**config.mk**
```make
export PLATFORM = sky130hd
export DESIGN_NAME = voxel_pixel_sink
export DESIGN_NICKNAME = d
export VERILOG_FILES = /design/src/rtl/voxel_pixel_sink.sv
export SDC_FILE = /design/constraint.sdc
export NUM_CORES = 2
export LEC_CHECK = 0
export ABC_AREA = 1
export BUFFER_PORTS_ARGS = -buffer_cell sky130_fd_sc_hd__buf_2
export CAP_MARGIN = 10
export CELL_PAD_IN_SITES_DETAIL_PLACEMENT = 0
export CELL_PAD_IN_SITES_GLOBAL_PLACEMENT = 1
export CORE_MARGIN = 5
export CORE_UTILIZATION = 50
export CTS_CLUSTER_SIZE = 8
export DETAILED_ROUTE_END_ITERATION = 8
export GPL_TIMING_DRIVEN = 0
export PLACE_DENSITY_LB_ADDON = 0.1
export RECOVER_POWER = 50
export SLEW_MARGIN = 20
export SYNTH_ARGS = -nofsm -noshare
export SYNTH_HDL_FRONTEND = slang
export SYNTH_SLANG_ARGS = --single-unit
```
**constraint.sdc**
```tcl
create_clock -name clk -period 8.2 [get_ports clk]
set_clock_uncertainty 0.05 [all_clocks]
set_input_delay 0.82 -clock clk [delete_from_list [all_inputs] [get_ports clk]]
set_output_delay 0.82 -clock clk [all_outputs]
set_load 0.005 [all_outputs]
```
**src/rtl/voxel_pixel_sink.sv**
```systemverilog
// rtl/voxel_pixel_sink.sv - pixel-write FIFO and double-buffered framebuffer writer with deferred buffer flip
module voxel_pixel_sink #(
    parameter int SCREEN_WIDTH  = 480,
    parameter int SCREEN_HEIGHT = 360,
    parameter int ADDR_W        = 18,
    parameter int FIFO_DEPTH    = 16
) (
    input  logic                          clk,
    input  logic                          rst_n,
    input  logic                          pix_write_en,
    input  logic [31:0]                   pix_addr,
    input  logic [31:0]                   pix_word0,
    input  logic [31:0]                   pix_word1,
    input  logic [31:0]                   pix_word2,
    input  logic                          frame_done,
    output logic                          mem_wvalid,
    input  logic                          mem_wready,
    output logic [ADDR_W:0]               mem_waddr,
    output logic [95:0]                   mem_wdata,
    output logic                          front_buf,
    output logic                          frame_commit,
    output logic [31:0]                   frame_pixel_count,
    output logic [$clog2(FIFO_DEPTH):0]   fifo_level,
    output logic                          overflow,
    output logic                          range_err,
    output logic                          seq_err,
    input  logic                          clear_status
);

    localparam int PW = $clog2(FIFO_DEPTH);
    localparam int LW = PW + 1;
    localparam logic [31:0]   NUM_PIX = 32'(SCREEN_WIDTH * SCREEN_HEIGHT);
    localparam logic [LW-1:0] DEPTH_L = LW'(FIFO_DEPTH);

    typedef enum logic [1:0] {
        S_RUN,
        S_DRAIN,
        S_COMMIT
    } state_t;

    state_t            r_state;
    state_t            w_state_nxt;

    logic [ADDR_W-1:0] r_fifo_addr [FIFO_DEPTH];
    logic [95:0]       r_fifo_data [FIFO_DEPTH];
    logic [PW-1:0]     r_wr_ptr;
    logic [PW-1:0]     r_rd_ptr;
    logic [LW-1:0]     r_level;
    logic [LW-1:0]     r_remaining;
    logic              r_pending;
    logic [31:0]       r_frame_cnt;
    logic [31:0]       r_snap_cur;
    logic [31:0]       r_snap_pend;
    logic              r_front;
    logic [31:0]       r_count_out;
    logic              r_overflow;
    logic              r_range_err;
    logic              r_seq_err;

    logic              w_in_range;
    logic              w_full;
    logic              w_wvalid;
    logic              w_pop;
    logic              w_push;
    logic              w_ovf_set;
    logic              w_rng_set;
    logic              w_seq_set;
    logic [LW-1:0]     w_level_nxt;
    logic [31:0]       w_snap;

    assign w_in_range  = pix_addr < NUM_PIX;
    assign w_full      = r_level == DEPTH_L;
    // Entries behind the frame boundary stay queued until the flip has happened.
    assign w_wvalid    = ((r_state == S_RUN)   && (r_level != '0)) ||
                         ((r_state == S_DRAIN) && (r_level != '0) && (r_remaining != '0));
    assign w_pop       = w_wvalid && mem_wready;
    assign w_push      = pix_write_en && w_in_range && (!w_full || w_pop);
    assign w_ovf_set   = pix_write_en && w_in_range && w_full && !w_pop;
    assign w_rng_set   = pix_write_en && !w_in_range;
    assign w_seq_set   = frame_done && r_pending;
    assign w_level_nxt = r_level + LW'(w_push) - LW'(w_pop);
    assign w_snap      = r_frame_cnt + 32'(w_push);

    always_comb begin
        w_state_nxt = r_state;
        case (r_state)
            S_RUN:    if (frame_done) w_state_nxt = S_DRAIN;
            S_DRAIN:  if (r_remaining == '0) w_state_nxt = S_COMMIT;
            S_COMMIT: w_state_nxt = (r_pending || frame_done) ? S_DRAIN : S_RUN;
            default:  w_state_nxt = S_RUN;
        endcase
    end

    always_ff @(posedge clk) begin
        if (w_push) begin
            r_fifo_addr[r_wr_ptr] <= pix_addr[ADDR_W-1:0];
            r_fifo_data[r_wr_ptr] <= {pix_word2, pix_word1, pix_word0};
        end
    end

    always_ff @(posedge clk or negedge rst_n) begin
        if (!rst_n) begin
            r_state     <= S_RUN;
            r_wr_ptr    <= '0;
            r_rd_ptr    <= '0;
            r_level     <= '0;
            r_remaining <= '0;
            r_pending   <= 1'b0;
            r_frame_cnt <= '0;
            r_snap_cur  <= '0;
            r_snap_pend <= '0;
            r_front     <= 1'b0;
            r_count_out <= '0;
            r_overflow  <= 1'b0;
            r_range_err <= 1'b0;
            r_seq_err   <= 1'b0;
        end else begin
            r_state <= w_state_nxt;
            r_level <= w_level_nxt;
            if (w_push) r_wr_ptr <= r_wr_ptr + PW'(1);
            if (w_pop)  r_rd_ptr <= r_rd_ptr + PW'(1);

            if (frame_done)  r_frame_cnt <= '0;
            else if (w_push) r_frame_cnt <= r_frame_cnt + 32'd1;

            case (r_state)
                S_RUN: begin
                    if (frame_done) begin
                        r_remaining <= w_level_nxt;
                        r_snap_cur  <= w_snap;
                    end
                end
                S_DRAIN: begin
                    if (w_pop) r_remaining <= r_remaining - LW'(1);
                    if (frame_done) begin
                        r_pending   <= 1'b1;
                        r_snap_pend <= w_snap;
                    end
                end
                S_COMMIT: begin
                    r_front     <= ~r_front;
                    r_count_out <= r_snap_cur;
                    r_pending   <= 1'b0;
                    // A done arriving now supersedes any stored one and starts the next drain.
                    if (frame_done) begin
                        r_remaining <= w_level_nxt;
                        r_snap_cur  <= w_snap;
                    end else if (r_pending) begin
                        r_remaining <= r_level;
                        r_snap_cur  <= r_snap_pend;
                    end
                end
                default: ;
            endcase

            r_overflow  <= w_ovf_set | (r_overflow  & ~clear_status);
            r_range_err <= w_rng_set | (r_range_err & ~clear_status);
            r_seq_err   <= w_seq_set | (r_seq_err   & ~clear_status);
        end
    end

    assign mem_wvalid        = w_wvalid;
    assign mem_waddr         = w_wvalid ? {~r_front, r_fifo_addr[r_rd_ptr]} : '0;
    assign mem_wdata         = w_wvalid ? r_fifo_data[r_rd_ptr] : '0;
    assign front_buf         = r_front;
    assign frame_commit      = r_state == S_COMMIT;
    assign frame_pixel_count = r_count_out;
    assign fifo_level        = r_level;
    assign overflow          = r_overflow;
    assign range_err         = r_range_err;
    assign seq_err           = r_seq_err;

endmodule

```
-- Word-level counts from Yosys, hierarchy flattened
Memory sizes are Yosys's and may differ from the RTL's.
Cells that the tools add are included.
- flip-flop bits (word level): 153
- memory bits (writable): 1824
- bits of input ports: 134
- output and inout port bits: 158
- logic and storage cells: 90
- memories: 2
- add/sub/neg operators: 7
- $lt $le $gt $ge: 1
- equality and inequality tests: 8
- multiplexer cells: 21
- bitwise gates (word level): 8
- reduce and logical (&&, ||, !) cells: 29
- memories (name ; words ; width ; read ports ; clocked after Yosys merged registers in ; wr ports ; RTL line ; source):
    r_fifo_data ; 16 ; 96 ; 1 ; 0 ; 1 ; 45 ; logic [95:0] r_fifo_data [FIFO_DEPTH];
    r_fifo_addr ; 16 ; 18 ; 1 ; 0 ; 1 ; 44 ; logic [ADDR_W-1:0] r_fifo_addr [FIFO_DEPTH];
- operators with widths (kind ; number):
    $mux 32 ; 5
    $mux 96 ; 1
    $pmux 32 s2 ; 1
    $add 32x1->32 ; 1
    $add 32x1->32 const B ; 1
    $lt 32x18->1 const B ; 1
    $mux 5 ; 4
    $mux 19 ; 1
    $pmux 5 s3 ; 1
    $logic_and 1x1->1 ; 10
    $reduce_bool 5->1 ; 2
    $add 4x1->4 const B ; 2
    $ne 2x2->1 const B ; 3
    $pmux 2 s3 ; 1
    $reduce_and 2->1 ; 3
    $reduce_bool 2->1 ; 3
    $add 5x1->5 ; 1
    $eq 5x5->1 const B ; 1
    $logic_not 5->1 ; 1
    $sub 5x1->5 ; 1
    $sub 5x1->5 const B ; 1
    $mux 1 ; 4
    $mux 2 ; 2
    $reduce_and 4->1 ; 1
    other kinds (13) ; 22

-- Longest topological paths before layout
- depth in word-level cells: 11
- gate-level depth with buffers: 23
- mapped depth without buffers: 22

-- Worst setup path before layout
No wires, ideal clock.
- kind: input to register
- start: input port pix_addr[23]
- end: memory r_fifo_addr[0][0], enable pin
- library setup time: 588 ps
- arrival: 6432 ps
- data required time: 7562 ps
- setup slack: 1129 ps
- cell stages on the path: 8
- path buffers: 0
- path through: nor2_1 -> and2_1 -> nand2_1 -> nor2_1 -> nand3_1 -> nor2_8 -> nand2_1 -> nor2_1
- longest elaborated chain between the ends: 5
- RTL lines (element ; RTL line ; source):
    start: declaration ; 11 ; input logic [31:0] pix_addr,
    $lt 32x18->1 ; 71 ; assign w_in_range = pix_addr < NUM_PIX;
    $logic_and 1x1->1 (2 in a row) ; 77 ; assign w_push = pix_write_en && w_in_range && (!w_full || w_pop);
    $mux 1 ; 95 ; if (w_push) begin
    $mux 1 (implied by the code) ; 96 ; r_fifo_addr[r_wr_ptr] <= pix_addr[ADDR_W-1:0];
    end: declaration ; 44 ;
No other way between the ends.

-- Worst setup path in the final report
- start: register r_rd_ptr[0]
- end: output port mem_wdata[48]
- longest elaborated chain between the ends: 2
- RTL lines (element ; RTL line ; source):
    start: declaration ; 47 ; logic [PW-1:0] r_rd_ptr;
    start signal: assignment ; 121 ; if (w_pop) r_rd_ptr <= r_rd_ptr + PW'(1);
    $mem_v2 16x96 ; - ;
    $mux 96 ; 164 ; assign mem_wdata = w_wvalid ? r_fifo_data[r_rd_ptr] : '0;
    end: declaration ; 19 ; output logic [95:0] mem_wdata,
No other way between the ends.

==> results.tsv <==
metric	value	unit
status	finished with violations	
violations	capacitance limit, slew limit	
synth_seq_area_share	72.7	%
nets	7756	
vias_per_cell	5.72	
die_width	412	um
drc	0	
synth_seq_cells	1977	
crit_type	reg2out	
boundaryPins	292	
period_share	64.6	%
antenna_found_initial	14	
setup-violations-final	0	
cts_tree	yes	
place_area	87300	um^2
crit_path_end_kind	primary output	
postCtsSetupRepairBufs	0	
nFillCells	13100	
placementRows	147	
synthCells	6905	
arrival	4430	ps
hold_viol	0	
hpwlAfterDp	169000	um
cts_made_buffers	297	
grt_max_degree	84	
synth_nets	7060	
period_needed	5300	ps
drive_gt1_share	12.0	%
layout_commonest_cell	nand2_1	
multi_input_area	19600	um^2
core	160000	um^2
cts_sinks	1977	
irDropWorstVdd	0.382	mV
cp_max_fo	10	
cellLeakagePower	35.3	nW
slew_violations	71	
most-common-layout-cells	nand2_1, edfxtp_1, nand3_1	
portBuffers	291	
vias	56100	
synth_area	80600	um^2
rsz0062_at_grt	no	
worstHoldPathType	in2reg	
grt-ovfl-total	0	
power.density	356	nW/um^2
yosys_warnings	0	
clk_pin_slew	50	ps
synth.avg_cell_area	11.7	um^2
clock_latency	890	ps
post_cts_resized	0	
grt_pass1_wl	364000	um
start_kind	flip-flop	
drt-total-wl	249000	um
ant_nets	0	
synth_top_area_cell	edfxtp_1	
fmax	0.189	GHz
cts-root-buf	clkbuf_16	
grt_use_total	29.2	%
area_growth	17.8	%
drv_cap	1	
yosys-top-cells-area	edfxtp_1, nand2_1, nand3_1	
synth_top_area_share	67.9	%
post_synth_num_cell_types	40	
relSlewSlack	-204	%
die_area	169000	um^2
start_util	50.3	%
wl_per_cell	25.4	um
drt_pre_antenna_iters	6	
seqCellArea	58600	um^2
tightestPinTransition	4550	ps
hold_buffers	1	
final_area	94900	um^2
worstPathRequired	7330	ps
fp.dieH	412	um
h-tree-depth	5	
dr.first_iter.drc_count	5862	
p_total	33.8	mW
cts_buffer_depth	4	
grt_pass1_vias	54200	
gp_congestion	0.855	
==> path summary, 6_finish.rpt <==
kind / start / to / slack [ps] / cells after the start
max in group asynchronous: rst_n / r_frame_cnt[16] / 3470 / 2
setup reg to reg: r_state[1] / r_snap_cur[12] / 3200 / 18
hold reg to reg: frame_pixel_count[26] / frame_pixel_count[26] / 410 / 2
hold / removal: clear_status / overflow / 140 / 2
setup / recovery: r_rd_ptr[0] / mem_wdata[48] / 2900 / 10
min in group asynchronous: rst_n / frame_pixel_count[3] / 2070 / 2
==> synthesized netlist by cell type <==
cell type / instances
nand2_1: 2353
edfxtp_1: 1824
nand3_1: 1576
buf_2: 210
dfrtp_1: 153
clkbuf_1: 132
a31oi_1: 129
nor2_1: 111
inv_1: 93
o21ai_0: 51
buf_4: 49
buf_1: 39
o21ai_1: 24
xor2_1: 23
ha_1: 20
nand4_1: 17
nor2_2: 17
nand2_2: 13
a21oi_1: 11
xnor2_1: 11
inv_2: 8
nor2_4: 7
o22ai_1: 5
a21o_1: 3
a22oi_1: 3
buf_6: 3
o21bai_1: 3
or2_2: 3
clkinv_1: 2
nor3_1: 2
a21boi_1: 1
a2bb2oi_1: 1
and2_1: 1
fa_1: 1
nand2_4: 1
nand3_4: 1
nor2_8: 1
o211ai_1: 1
o21a_1: 1
o41ai_1: 1
==> state kept, by name (all words and copies together), names as in the netlist <==
register           cells
r_fifo_data         1536
r_fifo_addr          288
frame_pixel_count     32
r_frame_cnt           32
r_snap_cur            32
r_snap_pend           32
fifo_level             5
r_remaining            5
r_rd_ptr               4
r_wr_ptr               4
r_state                2
front_buf              1
overflow               1
r_pending              1
range_err              1
seq_err                1
==> report_power, final <==
part	switching, mW	total (mW)	internal (mW)
Combinational	8.66	11.9	3.26
Clock	4.00	10.5	6.52
Sequential	0.111	11.3	11.2
Total	12.8	33.8	21.0
==> worst max-delay path, cell delays in order, from the launching register on <==
cell and delay (ps):
dfrtp_1 380, buf_2 150, inv_2 70, buf_4 220
buf_2 750, buf_2 400, nand2_1 80, nand3_1 70
nand3_1 100, a31oi_1 1030, buf_2 270
==> routing by layer <==
layer	vias to the layer above	global-route usage, %	wire length, um
li1	25700	-	-
met1	27500	41.0	104000
met2	2601	45.9	116000
met3	376	6.29	23100
met4	0	9.19	6710
met5	-	0	0
==> per-stage QoR <==
| stage | setup slack [ps] | instances | TNS, ps | hold WS (ps) | utilization (%) |
|---|---|---|---|---|---|
| 3_3_place_gp | -5580 | 9356 | -8965040 | 398 | 52.9 |
| 3_5_place_dp | 3310 | 9460 | 0 | 404 | 54.4 |
| 5_1_grt | 2540 | 9804 | 0 | 117 | 59.2 |
| 4_1_cts | 2980 | 9796 | 0 | 89.4 | 59.3 |
| 2_1_floorplan | 1130 | 6905 | 0 | 391 | - |
| 6_report | 2900 | 9819 | 0 | 141 | 59.2 |
==> area by class of cell <==
class	instances	share of cell area, %
Antenna cell	22	0.0580
Clock inverter	3	0.0501
Timing Repair Buffer	397	3.93
Multi-Input combinational cell	4392	20.7
Tap cell	2160	2.85
Inverter	103	0.407
Sequential cell	1977	61.7
Buffer	433	2.21
Clock buffer	332	8.11
==> cells by family (layout without fill, tap and decap cells) <==
kind of cell               count (synthesis)  after routing  share of synthesized area (%)
adders and majority gates                 21             21                          0.335
xor gates and xnor gates                  34             34                          0.369
other                                      0             22                              0
buffers and inverters                    536           1268                           3.08
and+or+nand+nor                         4103           4103                           21.8
AOI/OAI and AO/OA                        234            234                           1.71
DFF                                     1977           1977                           72.7
(Power assumes the default switching activity.)
